$ cat config.mk
export PLATFORM = sky130hd
export DESIGN_NAME = instr_fetch_unit
export DESIGN_NICKNAME = d
export VERILOG_FILES = /design/src/rtl/instr_fetch_unit_pkg.sv /design/src/rtl/instr_fetch_unit_pc_next_logic.sv /design/src/rtl/instr_fetch_unit.sv
export SDC_FILE = /design/constraint.sdc
export NUM_CORES = 1
export LEC_CHECK = 0
export CAP_MARGIN = 20
export CORE_UTILIZATION = 45
export CTS_CLUSTER_DIAMETER = 200
export DETAILED_ROUTE_END_ITERATION = 6
export PLACE_DENSITY_LB_ADDON = 0.2
export SYNTH_ARGS = -nofsm -noshare
export SYNTH_HDL_FRONTEND = slang
export SYNTH_SLANG_ARGS = --single-unit
$ cat constraint.sdc
create_clock -name clk -period 3.75 [get_ports clk]
set_input_delay 0.75 -clock clk [delete_from_list [all_inputs] [get_ports clk]]
set_output_delay 0.75 -clock clk [all_outputs]
set_load 0.02 [all_outputs]
$ cat src/rtl/instr_fetch_unit_pkg.sv
// Shared definitions for the instruction fetch stage.
//   fetch_state_e : fetch FSM encoding (IDLE / FETCH / DONE)
//   pc_src_e      : PC update select codes driven by the controller
//   *_DEF         : default widths / limits used as parameter defaults
package instr_fetch_unit_pkg;

    localparam int ADDR_W_DEF  = 16;
    localparam int INSTR_W_DEF = 32;
    localparam int OPC_W_DEF   = 6;
    localparam int TIMEOUT_DEF = 15;

    typedef enum logic [1:0] {
        IDLE  = 2'b00,
        FETCH = 2'b01,
        DONE  = 2'b10
    } fetch_state_e;

    typedef enum logic [1:0] {
        PC_SEQ    = 2'b00,
        PC_BRANCH = 2'b01,
        PC_JUMP   = 2'b10,
        PC_HOLD   = 2'b11
    } pc_src_e;

endpackage

$ cat src/rtl/instr_fetch_unit_pc_next_logic.sv
// pc_next_logic: combinational next-PC selector.
//   pc            in  current PC
//   pc_src        in  00 pc+1, 01 pc+branch_offset, 10 jump_target, 11 hold
//   branch_offset in  two's-complement offset (modular add)
//   jump_target   in  absolute target
//   pc_next       out selected next PC
module pc_next_logic
    import instr_fetch_unit_pkg::*;
#(
    parameter int ADDR_WIDTH = ADDR_W_DEF
) (
    input  logic [ADDR_WIDTH-1:0] pc,
    input  logic [1:0]            pc_src,
    input  logic [ADDR_WIDTH-1:0] branch_offset,
    input  logic [ADDR_WIDTH-1:0] jump_target,
    output logic [ADDR_WIDTH-1:0] pc_next
);

    // Sums are truncated to ADDR_WIDTH, so all arithmetic wraps.
    always_comb begin
        pc_next = pc;
        case (pc_src)
            PC_SEQ:    pc_next = pc + ADDR_WIDTH'(1);
            PC_BRANCH: pc_next = pc + branch_offset;
            PC_JUMP:   pc_next = jump_target;
            default:   pc_next = pc;
        endcase
    end

endmodule

$ cat src/rtl/instr_fetch_unit.sv
// instr_fetch_unit: fetch stage ahead of the multi-cycle controller.
// Holds the PC, fetches one word per fetch_en over a req/ack handshake,
// latches it into the instruction register and exposes its opcode.
//   clk, reset (async, active low)
//   fetch_en, pc_write, pc_src, branch_offset, jump_target : controller
//   imem_req, imem_addr, imem_ack, imem_rdata             : instruction memory
//   instr, opcode, pc, instr_valid, busy, fetch_err       : status / results
module instr_fetch_unit
    import instr_fetch_unit_pkg::*;
#(
    parameter int                    ADDR_WIDTH   = ADDR_W_DEF,
    parameter int                    INSTR_WIDTH  = INSTR_W_DEF,
    parameter int                    OPCODE_WIDTH = OPC_W_DEF,
    parameter int                    TIMEOUT      = TIMEOUT_DEF,
    parameter logic [ADDR_WIDTH-1:0] RESET_PC     = '0
) (
    input  logic                    clk,
    input  logic                    reset,
    input  logic                    fetch_en,
    input  logic                    pc_write,
    input  logic [1:0]              pc_src,
    input  logic [ADDR_WIDTH-1:0]   branch_offset,
    input  logic [ADDR_WIDTH-1:0]   jump_target,
    output logic                    imem_req,
    output logic [ADDR_WIDTH-1:0]   imem_addr,
    input  logic                    imem_ack,
    input  logic [INSTR_WIDTH-1:0]  imem_rdata,
    output logic [INSTR_WIDTH-1:0]  instr,
    output logic [OPCODE_WIDTH-1:0] opcode,
    output logic [ADDR_WIDTH-1:0]   pc,
    output logic                    instr_valid,
    output logic                    busy,
    output logic                    fetch_err
);

    localparam int CNT_W = 8;

    fetch_state_e          state, state_nxt;
    logic [CNT_W-1:0]      cnt;
    logic [1:0]            pc_sel;
    logic [ADDR_WIDTH-1:0] pc_next;
    logic                  timeout_hit;

    // In FETCH the only PC update is the post-ack increment, so the mux is
    // forced to sequential there. A later branch is then relative to the
    // already-incremented PC held in the register.
    assign pc_sel = (state == FETCH) ? PC_SEQ : pc_src;

    pc_next_logic #(.ADDR_WIDTH(ADDR_WIDTH)) u_pc_next (
        .pc            (pc),
        .pc_src        (pc_sel),
        .branch_offset (branch_offset),
        .jump_target   (jump_target),
        .pc_next       (pc_next)
    );

    // True on the edge where this wait cycle brings the counter to TIMEOUT.
    assign timeout_hit = (cnt + CNT_W'(1)) == CNT_W'(TIMEOUT);

    always_ff @(posedge clk or negedge reset) begin
        if (!reset) state <= IDLE;
        else        state <= state_nxt;
    end

    always_comb begin
        state_nxt = state;
        case (state)
            IDLE:    if (fetch_en) state_nxt = FETCH;
            FETCH:   if (imem_ack || timeout_hit) state_nxt = DONE;
            DONE:    state_nxt = IDLE;
            default: state_nxt = IDLE;
        endcase
    end

    always_ff @(posedge clk or negedge reset) begin
        if (!reset) begin
            pc        <= RESET_PC;
            instr     <= '0;
            imem_req  <= 1'b0;
            imem_addr <= '0;
            fetch_err <= 1'b0;
            cnt       <= '0;
        end else begin
            case (state)
                IDLE: begin
                    if (pc_write) pc <= pc_next;
                    if (fetch_en) begin
                        // Simultaneous pc_write: fetch from the updated PC.
                        imem_req  <= 1'b1;
                        imem_addr <= pc_write ? pc_next : pc;
                        fetch_err <= 1'b0;
                        cnt       <= '0;
                    end
                end
                FETCH: begin
                    if (imem_ack) begin
                        instr    <= imem_rdata;
                        pc       <= pc_next;
                        imem_req <= 1'b0;
                    end else begin
                        cnt <= cnt + CNT_W'(1);
                        if (timeout_hit) begin
                            instr     <= '0;
                            fetch_err <= 1'b1;
                            imem_req  <= 1'b0;
                        end
                    end
                end
                default: ;
            endcase
        end
    end

    assign instr_valid = (state == DONE);
    assign busy        = (state != IDLE);
    assign opcode      = instr[INSTR_WIDTH-1 -: OPCODE_WIDTH];

endmodule

==> results.md, run 1 <==
Hold path:
- The worst hold path belongs to the class reg2reg.

Setup path:
- The signal arrival time at the worst endpoint is 3.61 ns.
- The critical path class is in2reg.
- STA puts the critical path data required time at 4.03 ns.
- STA classifies the critical path startpoint as an input pin.
- The standard cell with the maximum stage delay on the critical path is sky130_fd_sc_hd__clkdlybuf4s50_1.
- The most numerous cell type found on the critical path is sky130_fd_sc_hd__inv_1.
- The largest single stage delay on the critical path is 0.48 ns.
- The type of destination of the critical path is a register.
- The critical path goes through clkdlybuf4s50_1 > inv_1 > nor3_2 > buf_4 > nand2b_1 > ha_1 > inv_1 > fa_1 > nor2b_1 > o31a_1 > o211ai_1 > a211oi_1 > or3b_1 > a21oi_1.
- In this run the worst path has a maximum fanout of 7.
- The setup slack on the worst flop-to-flop path is 0.68 ns.

Layout:
- The layout has 835 filler cells.
- After the last flow step, the layout net total stands at 707.
- At the end of the flow the core is filled with cells to 65.7%.
- Compared with the post-synthesis result, the final layout area differs by 40.1%.
- The area of the multi-input gates is 2300 sq um.
- The number of antenna diodes in the final layout is 0.
- The combined flip-flop and latch cell area is 1900 sq um.
- In the final layout, the share of cells above drive strength 1 is 6.90%.

STA:
- Setup repair after global routing left no endpoint under its margin.
- The hold violation count in the final report is 0.
- The minimum period implied by the final worst setup slack is 3.33 ns.
- Setup violations remaining at the end of the flow were counted as 0.
- The number of pins exceeding their max-slew limit in the final report was 0.
- Dividing the final minimum period by the clock period gives 88.8%.
- Measured against its own limit, the worst slew margin works out to 35.2%.
- The summed negative setup slack over all endpoints is 0 ns.
- The tightest hold path in the finished design has a slack of 0.490 ns.
- For the pin with the worst max-slew slack, the measured transition is 0.972 ns.
- Based on the critical path, the design can be clocked at up to 300 MHz.
- On the final layout, the worst clock skew is 0.00862 ns.

Power:
- The net load switching power is 1.96 mW.
- The analysis attributes to cell leakage a power of 2.69 nW.
- VDD sags by at most 408 uV.
- Of the total power, the share spent switching nets is 42.6%.
- The clock network is responsible for 12.7% of the overall power.
- The total power density per cell area is 748 nW/um^2.
- The part of the total power dissipated in sequential elements is 31.3%.
- The internal power is 2.65 mW.
- The share of power burned in combinational logic is 56.0%.

Place:
- Routability-driven placement finished with a final weighted congestion of 0.932.
- The number of buffers inserted by port buffering is 144.
- The wire-length estimate of the detail-placed layout is 9520 microns.

GRT:
- The first global-routing pass estimated 20,600 microns of wire.
- The number of global-route vias before repair is 4,082.
- The global router's overall resource usage is 26.2%.
- Global routing finished with a remaining overflow of 0.
- The pin count of the biggest net entering global routing is 77.
- The number of antenna violations at the first check in global routing is 0.

Routing:
- Detailed routing inserted a total of 4,258 vias.
- The routed wirelength normalized by instance count is 17.3 microns.
- The count of nets left with antenna violations once routing finished came out at 0.
- Dividing the detail-routed via count by the number of cells gives 5.66.
- The first detailed-routing pass took 5 iterations.
- For this run, design rule violations remaining after detail routing come to 0.
- Summed over all layers, the routed wires come to 13,000 microns.
- The DRC marker count from the first detailed-route iteration is 254.

Clocking:
- Clock-pin slew was measured on the worst setup and hold paths at 0.08 ns.
- In this run the post-CTS setup repair buffer count came out at 0.
- The post-cts hold buffer count is 0.
- Buffers inserted during clock tree synthesis total 9.
- The clock net sink count is 76.
- Clock latency on the worst-skew pair, taken at its later pin, is 0.36 ns.
- The tree is rooted in a sky130_fd_sc_hd__clkbuf_8.
- The level count of the clock H-tree is 3.
- TritonCTS built the clock tree.
- Counting along the longest clock path gives a buffer depth of 2.
- Gates resized during post-CTS repair numbered 0.

Logic synthesis:
- Of the synthesized area, sequential elements account for 43.3%.
- Counting flops with a built-in enable in the synthesized netlist gives 0.
- The yosys synthesis warning count is 0.
- The synthesized design contains 76 register bits.
- The number of nets in the synthesized netlist is 564.
- The cell area that synthesis handed to floorplanning was 4400 sq um.
- The cell count after synthesis came out at 475.
- The average instance area after synthesis is 9.26 sq um.
- Counting flops with an async set or reset pin after synthesis yields a share of 100%.
- The most common flop cell mapped by yosys is sky130_fd_sc_hd__dfrtp_1.
- Synthesis instantiated 61 different standard cells from the library.

Die:
- The initial standard-cell utilization of the core is 46.9%.
- The core box area is 9370 sq um.
- The full die area is 10,200 sq um.
- In this run the core area contains 35 standard-cell rows.
- The number of I/O pins is 145.
- Measured along the x axis, the die boundary spans 101 microns.
- In this run the vertical extent of the chip is 101 microns.

Flow run:
- The number of max-cap violations is 0.

Run status:
- The flow ran to the end, and the final reports show no timing, DRC or antenna violations.
state kept, by name, summed over array words and instances, names as in the netlist:
signal,count
cnt,8
imem_addr,16
imem_req,1
fetch_err,1
instr,32
pc,16
state,2
power by group through the flow:
stage          clock network (mW)  registers (mW)  logic, mW
3_3_place_gp                    0            1.44       2.52
4_1_cts                     0.595            1.44       2.58
3_5_place_dp                    0            1.45       2.57
2_1_floorplan                   0            1.81       1.10
5_1_grt                     0.623            1.49       2.79
6_report                    0.586            1.45       2.58
layer usage:
metal | global-route usage [%] | routed length [microns]
met3 | 4.37 | 709
met4 | 8.81 | 233
met1 | 36.1 | 5770
met2 | 42.0 | 6300
met5 | 0 | 0
final cells by class:
cell class | instances | share of cell area (%)
clock buffers | 10 | 2.07
clock inverters | 6 | 0.772
inverters | 16 | 0.975
multi-input cells | 355 | 37.4
flip-flops and latches | 76 | 30.9
well taps | 129 | 2.62
repair buffers | 160 | 25.3
kinds of logic after synthesis:
family | Yosys count | synth area share (%)
buffers and inverters | 44 | 4.50
AO/OA/AOI/OAI | 164 | 24.8
adder cells (fa/ha/maj) | 18 | 5.29
AND/OR/NAND/NOR | 152 | 17.6
XOR/XNOR | 10 | 1.99
flip-flops | 76 | 43.3
multiplexers | 11 | 2.53
synthesized netlist by cell type, types with 2 or more instances:
| library cell | count | area (sq um) |
|---|---|---|
| sky130_fd_sc_hd__a211oi_1 | 8 | 60.1 |
| sky130_fd_sc_hd__a21o_1 | 8 | 60.1 |
| sky130_fd_sc_hd__a21oi_1 | 29 | 145 |
| sky130_fd_sc_hd__a221oi_1 | 2 | 17.5 |
| sky130_fd_sc_hd__a22o_1 | 33 | 289 |
| sky130_fd_sc_hd__a31oi_1 | 9 | 56.3 |
| sky130_fd_sc_hd__and2_1 | 16 | 100 |
| sky130_fd_sc_hd__and3_1 | 8 | 50.1 |
| sky130_fd_sc_hd__buf_1 | 2 | 7.51 |
| sky130_fd_sc_hd__buf_2 | 2 | 10.0 |
| sky130_fd_sc_hd__buf_4 | 6 | 45.0 |
| sky130_fd_sc_hd__clkbuf_1 | 17 | 63.8 |
| sky130_fd_sc_hd__dfrtp_1 | 76 | 1900 |
| sky130_fd_sc_hd__ha_1 | 17 | 213 |
| sky130_fd_sc_hd__inv_1 | 16 | 60.1 |
| sky130_fd_sc_hd__mux2i_1 | 10 | 100 |
| sky130_fd_sc_hd__nand2_1 | 50 | 188 |
| sky130_fd_sc_hd__nand2b_1 | 4 | 25.0 |
| sky130_fd_sc_hd__nand3_1 | 5 | 25.0 |
| sky130_fd_sc_hd__nand4_1 | 4 | 25.0 |
| sky130_fd_sc_hd__nor2_1 | 28 | 105 |
| sky130_fd_sc_hd__nor2b_1 | 5 | 31.3 |
| sky130_fd_sc_hd__nor3_1 | 7 | 35.0 |
| sky130_fd_sc_hd__nor3b_1 | 7 | 52.6 |
| sky130_fd_sc_hd__nor4_1 | 2 | 12.5 |
| sky130_fd_sc_hd__o211ai_1 | 4 | 30.0 |
| sky130_fd_sc_hd__o21a_1 | 4 | 30.0 |
| sky130_fd_sc_hd__o21ai_0 | 48 | 240 |
| sky130_fd_sc_hd__o31ai_1 | 2 | 15.0 |
| sky130_fd_sc_hd__or3_1 | 6 | 37.5 |
| sky130_fd_sc_hd__or3b_1 | 2 | 17.5 |
| sky130_fd_sc_hd__xnor2_1 | 8 | 70.1 |
| sky130_fd_sc_hd__xor2_1 | 2 | 17.5 |
metrics by stage:
stage	power (mW)	cells	setup WS (ns)	instance area, sq um
finish	4.61	752	0.422	6160
global route	4.91	752	0.187	6160
CTS	4.62	752	0.434	6160
detailed placement	4.02	736	0.0726	5990
global placement	3.96	736	0.145	5990
floorplan	2.91	475	0.389	4400
cells in the final DEF (no fill, tap or decap), types with 5 or more instances in the layout:
cell,Yosys,routed
sky130_fd_sc_hd__xnor2_1,8,8
sky130_fd_sc_hd__or3_1,6,6
sky130_fd_sc_hd__o21ai_0,48,48
sky130_fd_sc_hd__a31oi_1,9,9
sky130_fd_sc_hd__a21oi_1,29,29
sky130_fd_sc_hd__a21o_1,8,8
sky130_fd_sc_hd__clkdlybuf4s50_1,0,143
sky130_fd_sc_hd__and2_1,16,16
sky130_fd_sc_hd__dfrtp_1,76,76
sky130_fd_sc_hd__mux2i_1,10,10
sky130_fd_sc_hd__nor3b_1,7,7
sky130_fd_sc_hd__inv_1,16,16
sky130_fd_sc_hd__ha_1,17,17
sky130_fd_sc_hd__nor3_1,7,7
sky130_fd_sc_hd__nand2_1,50,50
sky130_fd_sc_hd__nor2b_1,5,5
sky130_fd_sc_hd__buf_4,6,17
sky130_fd_sc_hd__nor2_1,28,27
sky130_fd_sc_hd__a211oi_1,8,8
sky130_fd_sc_hd__nand3_1,5,5
sky130_fd_sc_hd__and3_1,8,8
sky130_fd_sc_hd__a22o_1,33,33
sky130_fd_sc_hd__clkbuf_8,0,9
worst paths after layout:
kind / startpoint / end / cells after the start
setup / recovery: pc_src[0] / pc[12] / 14
hold / removal: imem_addr[4] / imem_addr[4] / 1
setup reg to reg: state[0] / pc[14] / 13
hold reg to reg: imem_addr[4] / imem_addr[4] / 1
max in group asynchronous: reset / imem_addr[12] / 1
min in group asynchronous: reset / pc[5] / 1
worst max-delay path, delay by kind of cell:
family,cells,cell delay (ns)
adder cells (fa/ha/maj),2,0.40
AO/OA/AOI/OAI,4,0.91
AND/OR/NAND/NOR,4,0.74
buffers and inverters,4,0.80
Power figures use the tool's default switching activity.
==> inputs of run 2 (changes only) <==
==> constraint.sdc (replaced) <==
create_clock -name clk -period 3.75 [get_ports clk]
set_input_delay 0.75 -clock clk [delete_from_list [all_inputs] [get_ports clk]]
set_output_delay 0.75 -clock clk [all_outputs]
set_load 0.01 [all_outputs]
==> results of run 2 <==
The final DEF is identical to that of run 1. Status: finished clean.
Among the figures that moved: total power 4.61 mW -> 4.33 mW; worst IR drop on VDD 408 uV -> 375 uV
==> inputs of run 3 (changes only) <==
--- a/config.mk
+++ b/config.mk
@@ -6,10 +6,11 @@
 export NUM_CORES = 1
 export LEC_CHECK = 0
 export CAP_MARGIN = 20
-export CORE_UTILIZATION = 45
+export CORE_UTILIZATION = 42
 export CTS_CLUSTER_DIAMETER = 200
 export DETAILED_ROUTE_END_ITERATION = 6
 export PLACE_DENSITY_LB_ADDON = 0.2
+export SLEW_MARGIN = 10
 export SYNTH_ARGS = -nofsm -noshare
 export SYNTH_HDL_FRONTEND = slang
 export SYNTH_SLANG_ARGS = --single-unit
==> constraint.sdc (replaced) <==
create_clock -name clk -period 2.7 [get_ports clk]
set_input_delay 0.54 -clock clk [delete_from_list [all_inputs] [get_ports clk]]
set_output_delay 0.54 -clock clk [all_outputs]
set_load 0.01 [all_outputs]
==> results.md, run 3 (synthesis gave the netlist of run 1 again) <==
Clocking:
- TritonCTS built the clock tree.
- The source-to-sink clock delay at the later pin of the worst-skew pair is 0.36 ns (about the same).
- The level count of the clock H-tree was 3 (unchanged).
- The clock net sink count is 76 (unchanged).
- The TritonCTS buffer count is 9 (unchanged).
- The maximum count of clock buffers along a single path came to 2 (unchanged).
- The clock tree root driver cell is sky130_fd_sc_hd__clkbuf_8.
- The clock slew at the register clock pins of the worst setup and hold paths is 0.09 ns (about the same).

Die:
- The initial standard-cell utilization of the core is 44.2% (-2.7 points).
- The width of the die came to 104 microns (+3.4%).
- The number of cell rows was 36 (+2.9%).
- The number of I/O pins was 145 (unchanged).
- The core box area is 9950 sq um (+6.2%).
- The height of the die is 104 microns (+3.4%).
- The full die area came to 10,900 sq um (+7.0%).

Setup path:
- The signal arrival time at the worst endpoint is 3.15 ns (-0.46 ns).
- The maximum net fanout on the critical path is 4 (-3).
- Among the stages of the critical path, the cell type that occurs most often is sky130_fd_sc_hd__and3_4.
- STA classifies the critical path startpoint as a register.
- Traced cell by cell, the critical path runs through nor2b_4 > nor3_4 > buf_6 > buf_4 > and2_4 > ha_4 > and3_4 > nand4_1 > or3b_4 > and3_4 > o211a_1 > or3_1.
- The critical path data required time is 2.94 ns (-1.09 ns).
- The worst setup path is of the reg2reg kind.
- The type of destination of the critical path is a register.
- The largest incremental delay on the critical path came to 0.45 ns (-0.03 ns).
- Among all stages on the critical path, the largest delay is contributed by sky130_fd_sc_hd__or3b_4.

Layout:
- The layout overhead on the synthesized area is 58.5%.
- Ranked by flip-flop count, first place goes to instr.
- The final net count is 763 (+7.9%).
- The fraction of final layout cells sized beyond drive strength 1 was 22.1% (+15 points).
- The area of all placed cells without fillers is 6970 sq um (+13%).
- The most frequent standard cell in the layout excluding fill and tap cells is sky130_fd_sc_hd__clkdlybuf4s50_1.
- The number of diodes added for antenna fixing is 0 (unchanged).
- The end-of-flow core utilization came to 70.0% (+4.3 points).
- The largest registers in the layout are instr (32), imem_addr (16), pc (16).
- The top cell types in the final layout, fill and taps aside, are sky130_fd_sc_hd__clkdlybuf4s50_1 (141), sky130_fd_sc_hd__dfrtp_1 (76), sky130_fd_sc_hd__buf_4 (69).
- The flip-flop count of the largest register, all copies and words added was 32 (unchanged).

Power:
- Total power for the finished layout comes to 6.94 mW.
- The worst-case IR drop observed on VDD is 456 uV.
- The total power density per cell area is 996 nW/um^2.
- The cell leakage power is 3.06 nW (+14%).

GRT:
- The number of antenna violations at the first check in global routing is 0 (unchanged).
- The total grt overflow is 0 (unchanged).
- The global-route wire length before repair was 22,600 microns (+9.9%).
- The pin count of the biggest net entering global routing is 77 (unchanged).
- The number of global-route vias before repair is 4,411 (+8.1%).
- The global router's overall resource usage is 26.2% (+0.042 points).

STA:
- Timing would allow up to 343 MHz.
- The transition time at the pin with the least slew margin is 0.462 ns (-0.510 ns).
- The final setup skew came to 0.00923 ns (+0.000612 ns).
- Subtracting the final worst setup slack from the clock period gives 2.91 ns.
- The number of failing setup endpoints in the final timing report is 12 (+12).
- The relative max-transition margin came to 69.1% (+34 points).
- Dividing the final minimum period by the clock period gives 108%.
- The final worst setup slack is -0.213 ns (-0.635 ns).
- Setup repair after global routing could not meet its margin everywhere.
- The hold violation count in the final report is 0 (unchanged).
- The number of pins exceeding their max-slew limit in the final report came to 0 (unchanged).

Place:
- The instance area at placement was 6400 sq um (+6.9%).
- The number of buffers inserted by port buffering is 144 (unchanged).
- The placer congestion estimate was 0.908 (-2.6%).
- The total half-perimeter wirelength after legalization and detailed placement is 10,100 microns (+6.3%).

Routing:
- The number of DRC violations after detailed routing is 0 (unchanged).
- The routed wirelength normalized by instance count is 17.8 microns (+3.0%).
- The via density per instance is 5.56 (-1.8%).
- The count of nets left with antenna violations after detail routing is 0 (unchanged).
- The DRC marker count from the first detailed-route iteration is 317 (+25%).
- The first-pass iteration count of the detailed router is 5 (unchanged).
- The sum of routed wire length over all layers is 14,500 microns (+11%).
- The number of vias in the routed layout is 4,514 (+6.0%).

Hold path:
- The path category of the worst min-delay check is in2async.

Flow run:
- The number of max-cap violations is 0 (unchanged).

Run status:
- The flow ran to the end, but the final reports show violations.
- The final reports fail on setup timing.
==> run 3: cell count changes in the layout (fill, tap and decap cells not counted), moves of 5 or more <==
| cell | change |
|---|---|
| sky130_fd_sc_hd__o21ai_0 | -12 |
| sky130_fd_sc_hd__buf_4 | +52 |
| sky130_fd_sc_hd__and2_4 | +8 |
| sky130_fd_sc_hd__o21ai_1 | +9 |
| sky130_fd_sc_hd__ha_4 | +7 |
| sky130_fd_sc_hd__and2_1 | -8 |
| sky130_fd_sc_hd__a21oi_2 | +5 |
| sky130_fd_sc_hd__ha_1 | -9 |
| sky130_fd_sc_hd__a21oi_1 | -8 |
==> run 3: worst paths after layout <==
check	from	end	slack, ns	cells after the start
hold reg to reg	imem_addr[4]	imem_addr[4]	0.49	1
max in group asynchronous	reset	imem_addr[6]	2.15	2
hold / removal	reset	pc[5]	0.17	2
setup reg to reg	state[1]	pc[15]	-0.21	12
min in group clk	imem_addr[4]	imem_addr[4]	0.49	1
setup / recovery	state[1]	pc[15]	-0.21	12
==> run 3: cell type report <==
type | count | area [sq um]
Clock inverter | 7 | 104
Multi-Input combinational cell | 355 | 2610
Sequential cell | 76 | 1900
Inverter | 16 | 65.1
Tap cell | 133 | 166
Fill cell | 773 | 2990
Timing Repair Buffer | 216 | 2000
Clock buffer | 9 | 124
==> run 3: power breakdown <==
| part | switching [mW] | internal, mW | total [mW] |
|---|---|---|---|
| combinational | 1.69 | 2.20 | 3.89 |
| clock | 0.482 | 0.536 | 1.02 |
| sequential | 0.418 | 1.61 | 2.03 |
==> run 3: per-layer routing <==
layer  routed length (microns)  track usage [%]  part of all wire [%]
met4                       152             7.45                   1.0
met3                       941             4.76                   6.5
met1                      6420             36.0                    44
met2                      6970             42.1                    48
met5                         0                0                     0
==> run 3: worst max-delay path: cells and delay by family (launching register included) <==
family | cells | cell delay, ns
AND/OR/NAND/NOR | 8 | 1.68
flip-flops | 1 | 0.42
buffers and inverters | 2 | 0.27
adder cells (fa/ha/maj) | 1 | 0.26
AO/OA/AOI/OAI | 1 | 0.19
==> run 3: metrics by stage <==
stage / instances / setup TNS, ns / setup slack, ns / hold slack, ns
finish: 812 / -1.18 / -0.213 / 0.173
global route: 812 / -2.67 / -0.279 / 0.204
CTS: 804 / -0.336 / -0.107 / 0.206
detailed placement: 785 / -14.82 / -0.772 / 0.471
global placement: 785 / -12.63 / -0.731 / 0.460
floorplan: 475 / -0.257 / -0.113 / 0.244
==> run 3: repair_timing <==
action                                  4_1_cts  5_1_grt
hold buffers                                  0        0
resized for setup                            24       43
gates cloned                                  0        1
endpoints found under the setup margin       20       22
pin swaps                                    14       29
setup buffers                                 4        7
